### config.mk
export PLATFORM = sky130hd
export DESIGN_NAME = fetch_unit
export DESIGN_NICKNAME = d
export VERILOG_FILES = /design/src/rtl/riscv_pkg.sv /design/src/rtl/fetch_fifo.sv /design/src/rtl/fetch_unit.sv
export SDC_FILE = /design/constraint.sdc
export NUM_CORES = 1
export LEC_CHECK = 0
export BUFFER_PORTS_ARGS = -buffer_cell sky130_fd_sc_hd__buf_2
export CORE_MARGIN = 3
export CORE_UTILIZATION = 40
export DETAILED_ROUTE_END_ITERATION = 10
export PLACE_DENSITY = 0.63
export SETUP_SLACK_MARGIN = 0.1
export SYNTH_ARGS = -nofsm -noshare
export SYNTH_HDL_FRONTEND = slang
export SYNTH_SLANG_ARGS = --single-unit
### constraint.sdc
create_clock -name clk -period 3.94 [get_ports clk]
set_input_delay 1.182 -clock clk [delete_from_list [all_inputs] [get_ports clk]]
set_output_delay 1.182 -clock clk [all_outputs]
set_load 0.005 [all_outputs]
### src/rtl/riscv_pkg.sv
// Shared core definitions: base opcodes, canonical NOP, fetch FSM states.
// No logic; constants and types only.
// No flow control.
package riscv_pkg;

    localparam logic [6:0] OP_LOAD   = 7'b000_0011;
    localparam logic [6:0] OP_STORE  = 7'b010_0011;
    localparam logic [6:0] OP_RTYPE  = 7'b011_0011;
    localparam logic [6:0] OP_BRANCH = 7'b110_0011;
    localparam logic [6:0] OP_ITYPE  = 7'b001_0011;
    localparam logic [6:0] OP_JAL    = 7'b110_1111;
    localparam logic [6:0] OP_JALR   = 7'b110_0111;

    // addi x0, x0, 0
    localparam logic [31:0] NOP_INSTR = 32'h0000_0013;

    typedef enum logic {
        FETCH   = 1'b0,
        DISCARD = 1'b1
    } fetch_state_t;

endpackage

### src/rtl/fetch_fifo.sv
// Synchronous FIFO for fetched {pc, instruction} entries with flush.
// Latency: a push is visible at the head on the next cycle; head is read combinationally.
// Backpressure: caller must not push when full; clear overrides push and pop.
module fetch_fifo #(
    parameter int W     = 64,
    parameter int DEPTH = 4
) (
    input  logic                   clk,
    input  logic                   rst,
    input  logic                   push,
    input  logic [W-1:0]           push_dat,
    input  logic                   pop,
    input  logic                   clear,
    output logic [W-1:0]           head_dat,
    output logic [$clog2(DEPTH):0] count,
    output logic                   empty
);

    localparam int AW = $clog2(DEPTH);
    localparam int CW = AW + 1;

    logic [W-1:0]  mem [DEPTH];
    logic [AW-1:0] rd_ptr;
    logic [AW-1:0] wr_ptr;
    logic          do_push;
    logic          do_pop;
    logic          full;

    assign empty    = (count == '0);
    assign full     = (count == CW'(DEPTH));
    assign do_push  = push && !clear;
    assign do_pop   = pop && !clear && !empty;
    assign head_dat = mem[rd_ptr];

    // Pointers wrap naturally because DEPTH is a power of two.
    always_ff @(posedge clk or posedge rst) begin
        if (rst) begin
            rd_ptr <= '0;
            wr_ptr <= '0;
            count  <= '0;
        end else if (clear) begin
            rd_ptr <= '0;
            wr_ptr <= '0;
            count  <= '0;
        end else begin
            if (do_push) begin
                wr_ptr <= wr_ptr + AW'(1);
            end
            if (do_pop) begin
                rd_ptr <= rd_ptr + AW'(1);
            end
            count <= count + CW'(do_push) - CW'(do_pop);
        end
    end

    always_ff @(posedge clk) begin
        if (do_push) begin
            mem[wr_ptr] <= push_dat;
        end
    end

    a_no_overflow: assert property (@(posedge clk) disable iff (rst) !(do_push && full));

endmodule

### src/rtl/fetch_unit.sv
// Instruction fetch front end: PC generation, imem req/ack, buffering, redirect flush.
// Latency: instruction valid toward decode one cycle after its imem ack.
// Backpressure: instr_ready stalls the head; requests stop while the buffer is full.
module fetch_unit
    import riscv_pkg::*;
#(
    parameter int              XLEN     = 32,
    parameter logic [XLEN-1:0] RESET_PC = {XLEN{1'b0}},
    parameter int              DEPTH    = 4
) (
    input  logic            clk,
    input  logic            rst,
    output logic            imem_req,
    output logic [XLEN-1:0] imem_addr,
    input  logic            imem_ack,
    input  logic [XLEN-1:0] imem_rdata,
    output logic            instr_valid,
    output logic [XLEN-1:0] instr,
    output logic [XLEN-1:0] instr_pc,
    input  logic            instr_ready,
    input  logic            redirect,
    input  logic [XLEN-1:0] redirect_pc
);

    localparam int CW = $clog2(DEPTH) + 1;

    typedef struct packed {
        logic [XLEN-1:0] pc;
        logic [XLEN-1:0] ins;
    } fetch_entry_t;

    fetch_state_t    state;
    fetch_state_t    state_nxt;
    logic [XLEN-1:0] pc_q;
    logic [XLEN-1:0] pc_nxt;
    logic [XLEN-1:0] tgt_q;
    logic [XLEN-1:0] tgt_nxt;
    logic            req_q;
    logic            req_nxt;
    logic [XLEN-1:0] redirect_aligned;

    logic            ack_vld;
    logic            push;
    logic            pop;
    logic            fifo_empty;
    logic [CW-1:0]   count;
    logic [CW-1:0]   count_nxt;
    fetch_entry_t    push_ent;
    fetch_entry_t    head_ent;

    assign redirect_aligned = redirect_pc & ~(XLEN'(3));

    assign ack_vld  = req_q && imem_ack;
    assign push     = ack_vld && (state == FETCH) && !redirect;
    assign pop      = !fifo_empty && instr_ready && !redirect;
    assign push_ent = '{pc: pc_q, ins: imem_rdata};

    // Occupancy after this edge, used to decide whether another request fits.
    assign count_nxt = redirect ? '0 : (count + CW'(push) - CW'(pop));

    fetch_fifo #(
        .W     ($bits(fetch_entry_t)),
        .DEPTH (DEPTH)
    ) u_fifo (
        .clk      (clk),
        .rst      (rst),
        .push     (push),
        .push_dat (push_ent),
        .pop      (pop),
        .clear    (redirect),
        .head_dat (head_ent),
        .count    (count),
        .empty    (fifo_empty)
    );

    always_comb begin
        state_nxt = state;
        pc_nxt    = pc_q;
        tgt_nxt   = tgt_q;
        req_nxt   = req_q;
        case (state)
            FETCH: begin
                if (redirect) begin
                    req_nxt = 1'b1;
                    if (req_q && !imem_ack) begin
                        // Memory still owes us a word; hold the old address until it arrives.
                        state_nxt = DISCARD;
                        tgt_nxt   = redirect_aligned;
                    end else begin
                        pc_nxt = redirect_aligned;
                    end
                end else begin
                    if (ack_vld) begin
                        pc_nxt = pc_q + XLEN'(4);
                    end
                    req_nxt = (req_q && !imem_ack) || (count_nxt < CW'(DEPTH));
                end
            end
            DISCARD: begin
                req_nxt = 1'b1;
                if (redirect) begin
                    tgt_nxt = redirect_aligned;
                end
                if (ack_vld) begin
                    state_nxt = FETCH;
                    pc_nxt    = redirect ? redirect_aligned : tgt_q;
                end
            end
            default: begin
                state_nxt = FETCH;
                req_nxt   = 1'b0;
            end
        endcase
    end

    always_ff @(posedge clk or posedge rst) begin
        if (rst) begin
            state <= FETCH;
            pc_q  <= RESET_PC;
            tgt_q <= RESET_PC;
            req_q <= 1'b0;
        end else begin
            state <= state_nxt;
            pc_q  <= pc_nxt;
            tgt_q <= tgt_nxt;
            req_q <= req_nxt;
        end
    end

    assign imem_req    = req_q;
    assign imem_addr   = pc_q;
    assign instr_valid = !fifo_empty;
    assign instr       = fifo_empty ? XLEN'(NOP_INSTR) : head_ent.ins;
    assign instr_pc    = fifo_empty ? '0 : head_ent.pc;

endmodule
# Yosys cells after proc, flatten, opt, wreduce, memory -nomap -nowiden
# Memories as Yosys holds them, arrays and structs flattened.
# Index checks and enable logic that the tools add are counted.
# Widths: inputs -> output; s select.
word_totals:
  mem_bits_rw: 256
  output_inout_bits: 98
  register_bits: 73
  n_memories: 1
mem_list:
  columns: ["memory", "words", "word_bits", "rd", "rd_ports_with_merged_regs", "wr", "line_no", "source"]
  rows:
  - ["u_fifo.mem", 4, 64, 1, 0, 1, "fetch_fifo.sv:22", "logic [W-1:0] mem [DEPTH];"]
op_classes:
  n_reduce_logical: 18
  addsub: 7
  n_eq_ne: 5
  bitwise_logic: 1
  n_mux: 25
  n_lt_le_gt_ge: 1
op_table:
  columns: ["operator", "count"]
  rows:
  - ["$mux 32", 9]
  - ["$pmux 32 s2", 2]
  - ["$add 32x3->32 const B", 1]
  - ["$logic_and 1x1->1", 9]
  - ["$mux 2", 4]
  - ["$add 3x1->3", 2]
  - ["$mux 1", 6]
  - ["$mux 3", 2]
  - ["$ne 3x3->1 const B", 2]
  - ["$sub 3x1->3", 2]
  - ["$add 2x1->2 const B", 2]
  - ["$ne 2x1->1 const B", 2]
  - ["$pmux 1 s2", 2]
  - ["$reduce_bool 2->1", 2]
  - ["$logic_not 1->1", 3]
  - ["$logic_not 3->1", 1]
  - ["$lt 3x3->1 const B", 1]
  - ["$reduce_and 3->1", 1]
  - ["$ne 2x2->1 const B", 1]
  - ["$reduce_and 2->1", 1]
  - ["$logic_or 1x1->1", 1]
  - ["$not 1->1", 1]

# Longest topological paths before layout
# Gate-level depths: netlist of run 1.
depth:
  depth_word: 10
  depth_mapped: 12
  ltp_nobuf: 11

# Modules after synthesis
# Synthesis of run 1 repeated with hierarchy kept, for this count alone.
unflattened:
  cells_unflattened: 860
  area_unflattened_um2: 14063.5
by_module_without_submodules:
  columns: ["mod", "area_per_inst_um2", "cells_per_inst", "seq_area_each_um2", "instances"]
  rows:
  - ["fetch_fifo", 9736.8, 379, 7862.5, 1]
  - ["fetch_unit", 4326.6, 481, 1651.6, 1]

# Worst setup path after synthesis of run 1
# No wires, ideal clock.
synth_path:
  path_type: "input -> register"
  from: "in redirect"
  to: "mem u_fifo.mem[0][0], enable pin"
  setup_time_ps: 429
  path_stages: 4
  arrival_time_ps: 3502
  setup_slack_ps: 9
  n_path_buf: 2
  path_cell_list: "buf_2 nor2_1 clkbuf_1 and3_1"
synth_via:
  elab_chain_cells: 5
synth_rtl:
  columns: ["item", "line_no", "source"]
  rows:
  - ["start, declared", "fetch_unit.sv:21", "input logic redirect,"]
  - ["$logic_not 1->1 (*)", "fetch_fifo.sv:31, fetch_unit.sv:54", null]
  - ["$logic_and 1x1->1", "fetch_unit.sv:54", "assign push = ack_vld && (state == FETCH) && !redirect;"]
  - ["$logic_and 1x1->1 (*)", "fetch_fifo.sv:31", "assign do_push = push && !clear;"]
  - ["$mux 1 (*)", "fetch_fifo.sv:57", "if (do_push) begin"]
  - ["$mux 1 (implied by the code) (*)", "fetch_fifo.sv:58", "mem[wr_ptr] <= push_dat;"]
  - ["end, declared", "fetch_fifo.sv:22", null]
# Every way passes the cells marked *; elsewhere a longest branch is shown, timed or not.

# Final worst setup path of run 1
layout_path:
  from: "reg u_fifo.rd_ptr[0]"
  to: "out instr_pc[31]"
layout_via:
  elab_chain_cells: 2
layout_rtl:
  columns: ["item", "line_no", "source"]
  rows:
  - ["start, declared", "fetch_fifo.sv:23", "logic [AW-1:0] rd_ptr;"]
  - ["start signal, assigned", "fetch_fifo.sv:50", "rd_ptr <= rd_ptr + AW'(1);"]
  - ["$mem_v2 4x64", null, null]
  - ["$mux 32", "fetch_unit.sv:134", "assign instr_pc = fifo_empty ? '0 : head_ent.pc;"]
  - ["end, declared", "fetch_unit.sv:19", "output logic [XLEN-1:0] instr_pc,"]
# Every way passes these cells.

==> results of run 1 <==
[power by group]
group / total (µW) / switching, µW / internal, µW
Combinational: 2530 / 1250 / 1280
Sequential: 4830 / 578 / 4250
Clock: 3410 / 1300 / 2100
[registers in the layout, indices dropped and copies added, names as in the netlist]
signal / cells
u_fifo.mem: 256
imem_addr: 32
tgt_q: 32
u_fifo.count: 3
u_fifo.rd_ptr: 2
u_fifo.wr_ptr: 2
imem_req: 1
state: 1
[how the worst min path moves through the flow]
stage / from / end / slack (ns) / depth (start not counted)
final: tgt_q[1] / tgt_q[1] / 0.50 / 1
after global routing: tgt_q[26] / tgt_q[26] / 0.51 / 1
after CTS: tgt_q[1] / tgt_q[1] / 0.50 / 1
after detailed placement: tgt_q[1] / tgt_q[1] / 0.48 / 1
after global placement: tgt_q[0] / tgt_q[0] / 0.47 / 1
after floorplan: tgt_q[0] / tgt_q[0] / 0.45 / 1
[Yosys cell counts (all sizes together) (2+ instances only)]
library cell | instances | area [µm²]
and2 | 67 | 419
o2bb2ai | 4 | 35.0
o31ai | 3 | 22.5
o21ai | 42 | 210
nor2b | 4 | 25.0
nand3b | 2 | 15.0
edfxtp | 256 | 7690
and3 | 6 | 37.5
o211ai | 4 | 30.0
o22ai | 2 | 12.5
nand3 | 22 | 123
nand2 | 79 | 302
nor3 | 6 | 30.0
ha | 9 | 113
nor4 | 20 | 168
nor2 | 34 | 128
xor2 | 3 | 26.3
a21oi | 12 | 60.1
a21o | 3 | 22.5
mux2 | 30 | 338
inv | 15 | 56.3
and4 | 5 | 45.0
or3 | 4 | 25.0
mux2i | 19 | 190
clkbuf | 36 | 135
a31oi | 7 | 43.8
or2 | 4 | 25.0
nand4 | 19 | 131
dfrtp | 73 | 1830
a221oi | 2 | 17.5
mux4 | 64 | 1440
buf | 16 | 71.3
xnor2 | 2 | 17.5
a211oi | 2 | 15.0
a31o | 8 | 70.1
[per-layer routing]
| metal | up-vias | global-route usage (%) |
|---|---|---|
| li1 | 3832 | - |
| met5 | - | 0 |
| met1 | 4268 | 24.0 |
| met4 | 0 | 4.05 |
| met3 | 48 | 3.05 |
| met2 | 264 | 26.7 |
[through the flow]
| step | instances | util (%) | total power, µW | setup WS, ns | hold WS, ns |
|---|---|---|---|---|---|
| final | 1558 | 48.5 | 10800 | 0.345 | 0.501 |
| after floorplan | 899 | - | 6290 | 0.560 | 0.455 |
| after global routing | 1558 | 48.5 | 11400 | 0.191 | 0.514 |
| after global placement | 1494 | 45.0 | 7460 | 0.611 | 0.474 |
| after CTS | 1558 | 48.5 | 10900 | 0.133 | 0.499 |
| after detailed placement | 1494 | 45.0 | 7510 | 0.602 | 0.480 |
[layout make-up]
| class | instances | area [µm²] |
|---|---|---|
| Inverter | 16 | 62.6 |
| Clock inverter | 19 | 267 |
| Fill cell | 2955 | 17800 |
| Sequential cell | 329 | 9520 |
| Tap cell | 455 | 569 |
| Clock buffer | 45 | 945 |
| Multi-Input combinational cell | 502 | 4310 |
| Timing Repair Buffer | 192 | 1120 |
[kinds of logic after synthesis]
| group | Yosys count | synth area share, % |
|---|---|---|
| buffers and inverters | 68 | 1.90 |
| adder cells (fa/ha/maj) | 10 | 0.944 |
| multiplexers | 113 | 14.0 |
| AND/OR/NAND/NOR | 277 | 10.8 |
| flip-flops | 329 | 67.7 |
| AO/OA/AOI/OAI | 97 | 4.37 |
| XOR/XNOR | 5 | 0.312 |
[what timing repair did]
| action | 4_1_cts | 5_1_grt |
|---|---|---|
| hold buffers | 0 | 0 |
| endpoints found under the setup margin | 19 | 19 |
| gates resized for setup | 1 | 1 |
==> flow_metrics.py, run 1 <==
metrics = {
    "clock_network": {
        "cts_root_buffer": "clkbuf_16",
        "cts_tree": "done",
        "h-tree-depth": 2,
        "cts_made_buffers": 35,
        "post_cts_buffers": 0,
        "clock_sinks": 329,
        "clk_latency_ns": 0.51,
        "clk_pin_slew_ns": 0.06,
        "clockBufferDepth": 3,
    },
    "timing": {
        "worst_slew_pin_slew_ns": 0.932,
        "layout_min_cycle_time_ns": 3.60,
        "period_share_pct": 91.3,
        "slew_violations": 0,
        "rsz0062_at_grt": "false",
        "setup_viol": 0,
        "relSlewSlack_pct": 37.4,
        "skew_ns": 0.0224,
        "hold_viol_final": 0,
        "max_freq_ghz": 0.278,
        "setup_tns_ns": 0,
    },
    "final_layout": {
        "area_growth_pct": 19.4,
        "drive_gt1_share_pct": 33.7,
        "final_cell_area_um2": 16800,
        "final_common_cell": "edfxtp_1",
        "final_cell_mix": "edfxtp_1, buf_2, nand2_1",
        "nets": 1155,
        "num_antenna_cells": 0,
    },
    "setup_path": {
        "critPathArrivalTime_ns": 2.41,
        "startpoint": "u_fifo.rd_ptr[0]",
        "worstPathCellList": "buf_12 -> mux4_2 -> and2_1 -> buf_2",
        "critPathBufInv": 2,
        "rr_worst_depth": 12,
        "crit_cells": 4,
        "cp-endpoint": "instr_pc[31]",
        "critical-path-top-delay-family": "flip-flops",
        "crit_slowest_cell": "dfrtp_4",
        "worstPathMaxFanout": 22,
        "r2r_slack_ns": 1.17,
        "critPathKind": "reg -> out",
        "cp-end-kind": "output pin",
        "required_ns": 2.76,
        "startpoint_type": "flip-flop",
        "r2r_start": "u_fifo.count[1]",
        "max_stage_delay_ns": 0.73,
        "reg2reg_to": "u_fifo.count[2]",
    },
    "die": {
        "initial_core_util_pct": 40.6,
        "die_area_um2": 37400,
        "die_h_um": 193,
        "ioPinCount": 167,
        "dieWidth_um": 193,
        "coreArea_um2": 34600,
        "rows": 68,
    },
    "logic_synthesis": {
        "syn_inst": 899,
        "syn_nets": 978,
        "synth_area_um2": 14100,
        "synth_seq_cells": 329,
        "yosysSeqAreaShare_pct": 67.7,
        "synth_edf_count": 256,
        "ys_types": 59,
        "synthFlopType": "edfxtp_1",
        "async_flop_share_pct": 22.2,
        "syn_avg_cell_area_um2": 15.6,
        "ys_warn_count": 0,
    },
    "global_routing": {
        "grt_pass1_vias": 8286,
        "antenna_found_initial": 0,
        "grt_pass1_wl_mm": 49.4,
        "overflow": 0,
        "grt_max_degree": 47,
        "grt_util_all_layers_pct": 16.7,
    },
    "route": {
        "drt-pass1-iter-count": 5,
        "drt_iter0_drc": 548,
        "vias": 8412,
        "drc": 0,
        "wl_met2_mm": 15.1,
        "route.met3.wl_mm": 1.82,
        "routed_wl_mm": 31.5,
        "wl_per_cell_um": 20.2,
        "drtAntennaViolNets": 0,
        "drt-met1-wl_mm": 14.0,
        "viasPerCell": 5.40,
        "highest_layer": "met4",
    },
    "run": {
        "max_cap_viol_count": 0,
    },
    "placed_design": {
        "place.gp.congestion": 0.776,
        "io_buffers": 164,
        "dp_hpwl_mm": 20.6,
        "dpl_cell_area_um2": 15600,
    },
    "power": {
        "power_density_nw_per_um2": 642,
        "p_leak_uw": 0.00612,
        "max-vdd-ir-drop_v": 0.000400,
    },
    "run_status": {
        "status": "complete, no violations",
    },
    "hold_path": {
        "hp-class": "reg -> reg",
    },
}
Note: power is estimated with default switching activity, not from simulation.
==> run 2, diff against run 1 <==
--- a/config.mk
+++ b/config.mk
@@ -10,6 +10,7 @@
 export CORE_UTILIZATION = 40
 export DETAILED_ROUTE_END_ITERATION = 10
 export PLACE_DENSITY = 0.63
+export RECOVER_POWER = 50
 export SETUP_SLACK_MARGIN = 0.1
 export SYNTH_ARGS = -nofsm -noshare
 export SYNTH_HDL_FRONTEND = slang
==> run 2 against run 1 <==
  * The run now ends with max-capacitance violations, max-slew violations left
  * Die area did not move
  * Clock skew up 0.0012 ns
  * Worst hold slack got worse by 0.0069 ns
  * Register-to-register slack barely moved
  * Cell count stayed put
  * Routed wire length is 0.14% lower
  * Sequential share of layout area increased by 0.26 points
  * Sequential cell count unchanged
  * Maximum frequency about the same
  * Final area is 0.46% lower
  * Critical path type unchanged
  * Clock power about the same
  * Critical endpoint unchanged
  * Total power is 0.12% lower
==> flow_metrics.py, run 2 (same netlist as run 1, synthesis figures left out) <==
metrics = {
    "final_layout": {
        "num_antenna_cells": 0,
        "final_cell_mix": "edfxtp_1, buf_2, nand2_1",
        "nets": 1155,
        "finalNonFillerCells": 1558,
        "top_register": "u_fifo.mem",
        "final_common_cell": "edfxtp_1",
        "drive_gt1_share_pct": 29.9,
        "fin_util_pct": 48.3,
        "largest_reg_flops": 256,
        "area_growth_pct": 18.9,
    },
    "run_status": {
        "violations": "max-capacitance violations, max-slew violations",
        "status": "complete, but fails checks",
    },
    "clock_network": {
        "clk_latency_ns": 0.51,
        "clk_pin_slew_ns": 0.06,
        "clockBufferDepth": 3,
        "cts_tree": "done",
        "h-tree-depth": 2,
        "cts_root_buffer": "clkbuf_16",
        "cts_made_buffers": 35,
        "post_cts_buffers": 0,
        "clock_sinks": 329,
    },
    "power": {
        "power_density_nw_per_um2": 644,
        "max-vdd-ir-drop_v": 0.000400,
        "total_power_uw": 10800,
        "p_leak_uw": 0.00602,
    },
    "placed_design": {
        "io_buffers": 164,
        "place.gp.congestion": 0.776,
        "placed_cells": 1494,
        "dp_hpwl_mm": 20.6,
    },
    "die": {
        "initial_core_util_pct": 40.6,
        "die_area_um2": 37400,
        "ioPinCount": 167,
        "dieWidth_um": 193,
        "coreArea_um2": 34600,
        "die_h_um": 193,
        "rows": 68,
    },
    "timing": {
        "hold_viol_final": 0,
        "slew_violations": 35,
        "max_freq_ghz": 0.278,
        "period_share_pct": 91.3,
        "setup_tns_ns": 0,
        "setup_viol": 0,
        "relSlewSlack_pct": -32.2,
        "rsz0062_at_grt": "false",
        "worst_slew_pin_slew_ns": 1.98,
        "layout_min_cycle_time_ns": 3.60,
        "skew_ns": 0.0236,
    },
    "route": {
        "vias": 8428,
        "drc": 0,
        "routed_wl_mm": 31.5,
        "wl_per_cell_um": 20.2,
        "viasPerCell": 5.41,
        "drt_iter0_drc": 495,
        "drt-pass1-iter-count": 4,
        "drtAntennaViolNets": 0,
    },
    "setup_path": {
        "critPathArrivalTime_ns": 2.42,
        "critPathKind": "reg -> out",
        "required_ns": 2.76,
        "worstPathMaxFanout": 22,
        "startpoint_type": "flip-flop",
        "cp-end-kind": "output pin",
    },
    "run": {
        "max_cap_viol_count": 1,
    },
    "global_routing": {
        "grt_pass1_wl_mm": 49.4,
        "grt_max_degree": 47,
        "antenna_found_initial": 0,
        "overflow": 0,
        "grt_util_all_layers_pct": 16.7,
        "grt_pass1_vias": 8286,
    },
    "hold_path": {
        "hp-class": "reg -> reg",
    },
}
run 2: cell count changes in the layout (fill, tap and decap cells not counted), moves of 3 or more:
| cell | previous run | this run |
|---|---|---|
| clkbuf_1 | 8 | 46 |
| buf_2 | 164 | 131 |
| buf_4 | 21 | 15 |
| and3_1 | 2 | 5 |
| and3_4 | 4 | 1 |
run 2: through the flow:
stage                     worst slack, ns  cell area (µm²)  hold WS (ns)
after floorplan                     0.560            14100         0.455
after global placement              0.611            15600         0.474
after detailed placement            0.602            15600         0.480
after CTS                           0.133            16800         0.499
after global routing                0.191            16700         0.514
final                               0.342            16700         0.494
run 2: area by class of cell:
type / count / area (µm²)
clock buffer: 45 / 945
timing repair buffer: 192 / 1060
multi-input combinational: 502 / 4290
tap: 455 / 569
inverter: 16 / 62.6
fill: 2974 / 17900
clock inverter: 19 / 267
sequential: 329 / 9520
run 2: report_power, final:
part,switching (µW),internal [µW],total (µW)
combinational,1250,1270,2520
sequential,576,4260,4830
clock,1310,2100,3410
run 2: path summary, 6_finish.rpt:
| check | start | to | slack, ns | depth (start not counted) |
|---|---|---|---|---|
| worst max-delay path | u_fifo.rd_ptr[0] | instr_pc[31] | 0.34 | 4 |
| worst min-delay path | tgt_q[1] | tgt_q[1] | 0.49 | 1 |
| worst max register to register | u_fifo.count[1] | u_fifo.count[2] | 1.16 | 12 |
| worst min register to register | tgt_q[1] | tgt_q[1] | 0.49 | 1 |
| max in group asynchronous | rst | imem_addr[20] | 0.81 | 3 |
| min in group asynchronous | rst | tgt_q[28] | 0.82 | 2 |
run 2: worst max-delay path, stage by stage (launching register included):
cell	delay, ns
dfrtp_4	0.73
buf_12	0.28
mux4_2	0.56
and2_1	0.17
buf_2	0.14
run 2: what timing repair did:
item                       4_1_cts  5_1_grt
setup endpoints to repair       19       19
hold buffers                     0        0
gates cloned                     0        0
gates resized for setup          1        1
run 2: routing by layer:
metal  track usage [%]  share of wire (%)  vias to the layer above  routed length [µm]
li1                  -                  -                     3832                   -
met1              24.0                 44                     4292               13900
met2              26.7                 48                      260               15000
met3              3.05                6.2                       44                1960
met4              4.05                2.1                        0                 653
met5                 0                  0                        -                   0
==> run 3, diff against run 2 <==
--- a/config.mk
+++ b/config.mk
@@ -14,4 +14,5 @@
 export SETUP_SLACK_MARGIN = 0.1
 export SYNTH_ARGS = -nofsm -noshare
 export SYNTH_HDL_FRONTEND = slang
+export SYNTH_HIERARCHICAL = 1
 export SYNTH_SLANG_ARGS = --single-unit
==> run 3 against run 2 <==
  * The flow now finishes without violations
  * Die area is essentially flat
  * Sequential share of layout area rose by 0.52 points
  * Non-clock buffer count rose by 2
  * Cell count down 2.8%
  * Clock-buffer cell count increased by 1
  * Global-route usage increased by 0.13 points
  * Via count is 2.3% lower
  * Utilization down 0.45 points
  * Routed wire length hardly changed
==> flow_metrics.py, run 3 <==
metrics = {
    "global_routing": {
        "grt_pass1_vias": 8518,
        "grt_util_all_layers_pct": 16.8,
        "grt_max_degree": 66,
        "met3_usage_pct": 3.76,
        "grt_pass1_wl_mm": 49.9,
        "grt_use_met1_pct": 24.1,
        "antenna_found_initial": 0,
        "grt.busiest_layer": "met2",
        "overflow": 0,
        "grtUsageMet2_pct": 26.5,
    },
    "final_layout": {
        "top_register": "u_fifo/mem",
        "fin_util_pct": 47.8,
        "final_cell_mix": "edfxtp_1, buf_2, dfrtp_1",
        "fillers": 2983,
        "largest_reg_flops": 256,
        "final_common_cell": "edfxtp_1",
        "num_antenna_cells": 0,
        "area_growth_pct": 17.7,
        "drive_gt1_share_pct": 29.8,
        "nets": 1115,
    },
    "logic_synthesis": {
        "synth.mux.area_fraction_pct": 13.1,
        "yosys.area_share.simple_pct": 9.04,
        "synth_compound_area_share_pct": 5.94,
        "synthFlopType": "edfxtp_1",
        "async_flop_share_pct": 22.2,
        "synth_most_common_cell": "edfxtp_1",
        "synth_seq_cells": 329,
        "synth_top_cell_by_area": "edfxtp_1",
        "yosys-top-cells-count": "edfxtp_1, dfrtp_1, nor2b_1",
        "ys_warn_count": 6,
        "synth_fa_ha_area_share_pct": 0.943,
        "synth_top_family_by_area": "multiplexers",
        "syn_avg_cell_area_um2": 16.4,
        "yosysSeqAreaShare_pct": 67.7,
        "synthTopCellsByArea": "edfxtp_1, dfrtp_1, mux4_2",
        "syn_nets": 939,
        "synth_area_um2": 14100,
        "ys_types": 64,
        "synth_top_cell_area_share_pct": 54.7,
        "synth_edf_count": 256,
        "syn_inst": 860,
        "synth_xor_area_share_pct": 0.347,
    },
    "setup_path": {
        "critical-path-top-delay-family": "flip-flops",
        "critPathKind": "reg -> out",
        "startpoint_type": "flip-flop",
        "worstPathMaxFanout": 28,
        "critPathBufInv": 2,
        "crit_slowest_cell": "dfrtp_4",
        "required_ns": 2.76,
        "max_stage_delay_ns": 0.77,
        "critPathArrivalTime_ns": 2.43,
        "worstPathCellList": "buf_4 -> mux4_2 -> nor2b_1 -> buf_2",
        "cp-end-kind": "output pin",
    },
    "timing": {
        "hold_viol_final": 0,
        "setup_viol": 0,
        "slew_violations": 0,
        "period_share_pct": 91.8,
        "skew_ns": 0.0152,
        "relSlewSlack_pct": 22.6,
        "setup_tns_ns": 0,
        "rsz0062_at_grt": "false",
        "worst_slew_pin_slew_ns": 1.16,
        "layout_min_cycle_time_ns": 3.62,
        "max_freq_ghz": 0.277,
    },
    "power": {
        "p_leak_uw": 0.00580,
        "max-vdd-ir-drop_v": 0.000315,
        "power_density_nw_per_um2": 487,
    },
    "run": {
        "max_cap_viol_count": 0,
    },
    "route": {
        "wl_per_cell_um": 20.8,
        "drt_iter0_drc": 710,
        "drt-pass1-iter-count": 5,
        "vias": 8232,
        "viasPerCell": 5.43,
        "routed_wl_mm": 31.5,
        "drc": 0,
        "drtAntennaViolNets": 0,
    },
    "die": {
        "initial_core_util_pct": 40.6,
        "die_area_um2": 37400,
        "dieWidth_um": 194,
        "coreArea_um2": 34600,
        "rows": 68,
        "die_h_um": 194,
        "ioPinCount": 167,
    },
    "clock_network": {
        "post_cts_buffers": 0,
        "clockBufferDepth": 3,
        "cts_root_buffer": "clkbuf_16",
        "h-tree-depth": 2,
        "clock_sinks": 329,
        "clk_latency_ns": 0.52,
        "clk_pin_slew_ns": 0.05,
        "cts_made_buffers": 37,
        "cts_tree": "done",
        "cts_resized": 0,
        "hold_buffers": 0,
    },
    "hold_path": {
        "hp-class": "reg -> reg",
    },
    "placed_design": {
        "place.gp.congestion": 0.833,
        "dp_hpwl_mm": 19.8,
        "io_buffers": 164,
    },
    "run_status": {
        "status": "complete, no violations",
    },
}
-- run 3: metal layers --
metal  up-vias  wire (µm)  share of wire, %
met3        43       2060               6.5
met1      4180      14000                44
met5         -          0                 0
li1       3740          -                 -
met2       269      14900                47
met4         0        571               1.8
-- run 3: cells by family (layout without fill, tap and decap cells) --
group / after synthesis / after routing
mux: 100 / 100
simple gates: 223 / 223
fa+ha+maj: 10 / 10
flops: 329 / 329
buf+inv: 79 / 279
compound gates: 115 / 115
xor+xnor: 4 / 4
-- run 3: layout make-up --
cell class	instances	area, µm²	share of cell area, %
Clock inverter	17	210	1.27
Tap cell	455	569	3.44
Multi-Input combinational cell	452	4140	25.0
Clock buffer	46	970	5.86
Timing Repair Buffer	194	1060	6.42
Sequential cell	329	9520	57.5
Inverter	22	82.6	0.499
-- run 3: through the flow --
step / setup slack [ns] / hold slack (ns) / total power, µW / area [µm²] / cells
after global routing: 0.161 / 0.506 / 8420 / 16600 / 1515
after global placement: 0.437 / 0.471 / 4790 / 15500 / 1452
final: 0.323 / 0.488 / 8060 / 16600 / 1515
after detailed placement: 0.440 / 0.476 / 4810 / 15500 / 1452
after floorplan: 0.366 / 0.454 / 4480 / 14100 / 860
after CTS: 0.222 / 0.490 / 8200 / 16600 / 1515
-- run 3: where the power goes --
part	switching, µW	total [µW]	leakage, µW	internal [µW]
combinational	312	572	0.00203	260
clock	1330	3340	0.000577	2010
sequential	223	4150	0.00319	3930
-- run 3: path summary, 6_finish.rpt --
path | from | end | slack (ns) | cells past startpoint
worst max-delay path | u_fifo/rd_ptr[0] | instr_pc[26] | 0.32 | 4
worst min-delay path | tgt_q[1] | tgt_q[1] | 0.49 | 1
worst max register to register | u_fifo/count[1] | u_fifo/count[2] | 1.34 | 11
max in group asynchronous | rst | tgt_q[11] | 1.39 | 3
min in group asynchronous | rst | u_fifo/count[2] | 0.65 | 2
worst min register to register | tgt_q[1] | tgt_q[1] | 0.49 | 1
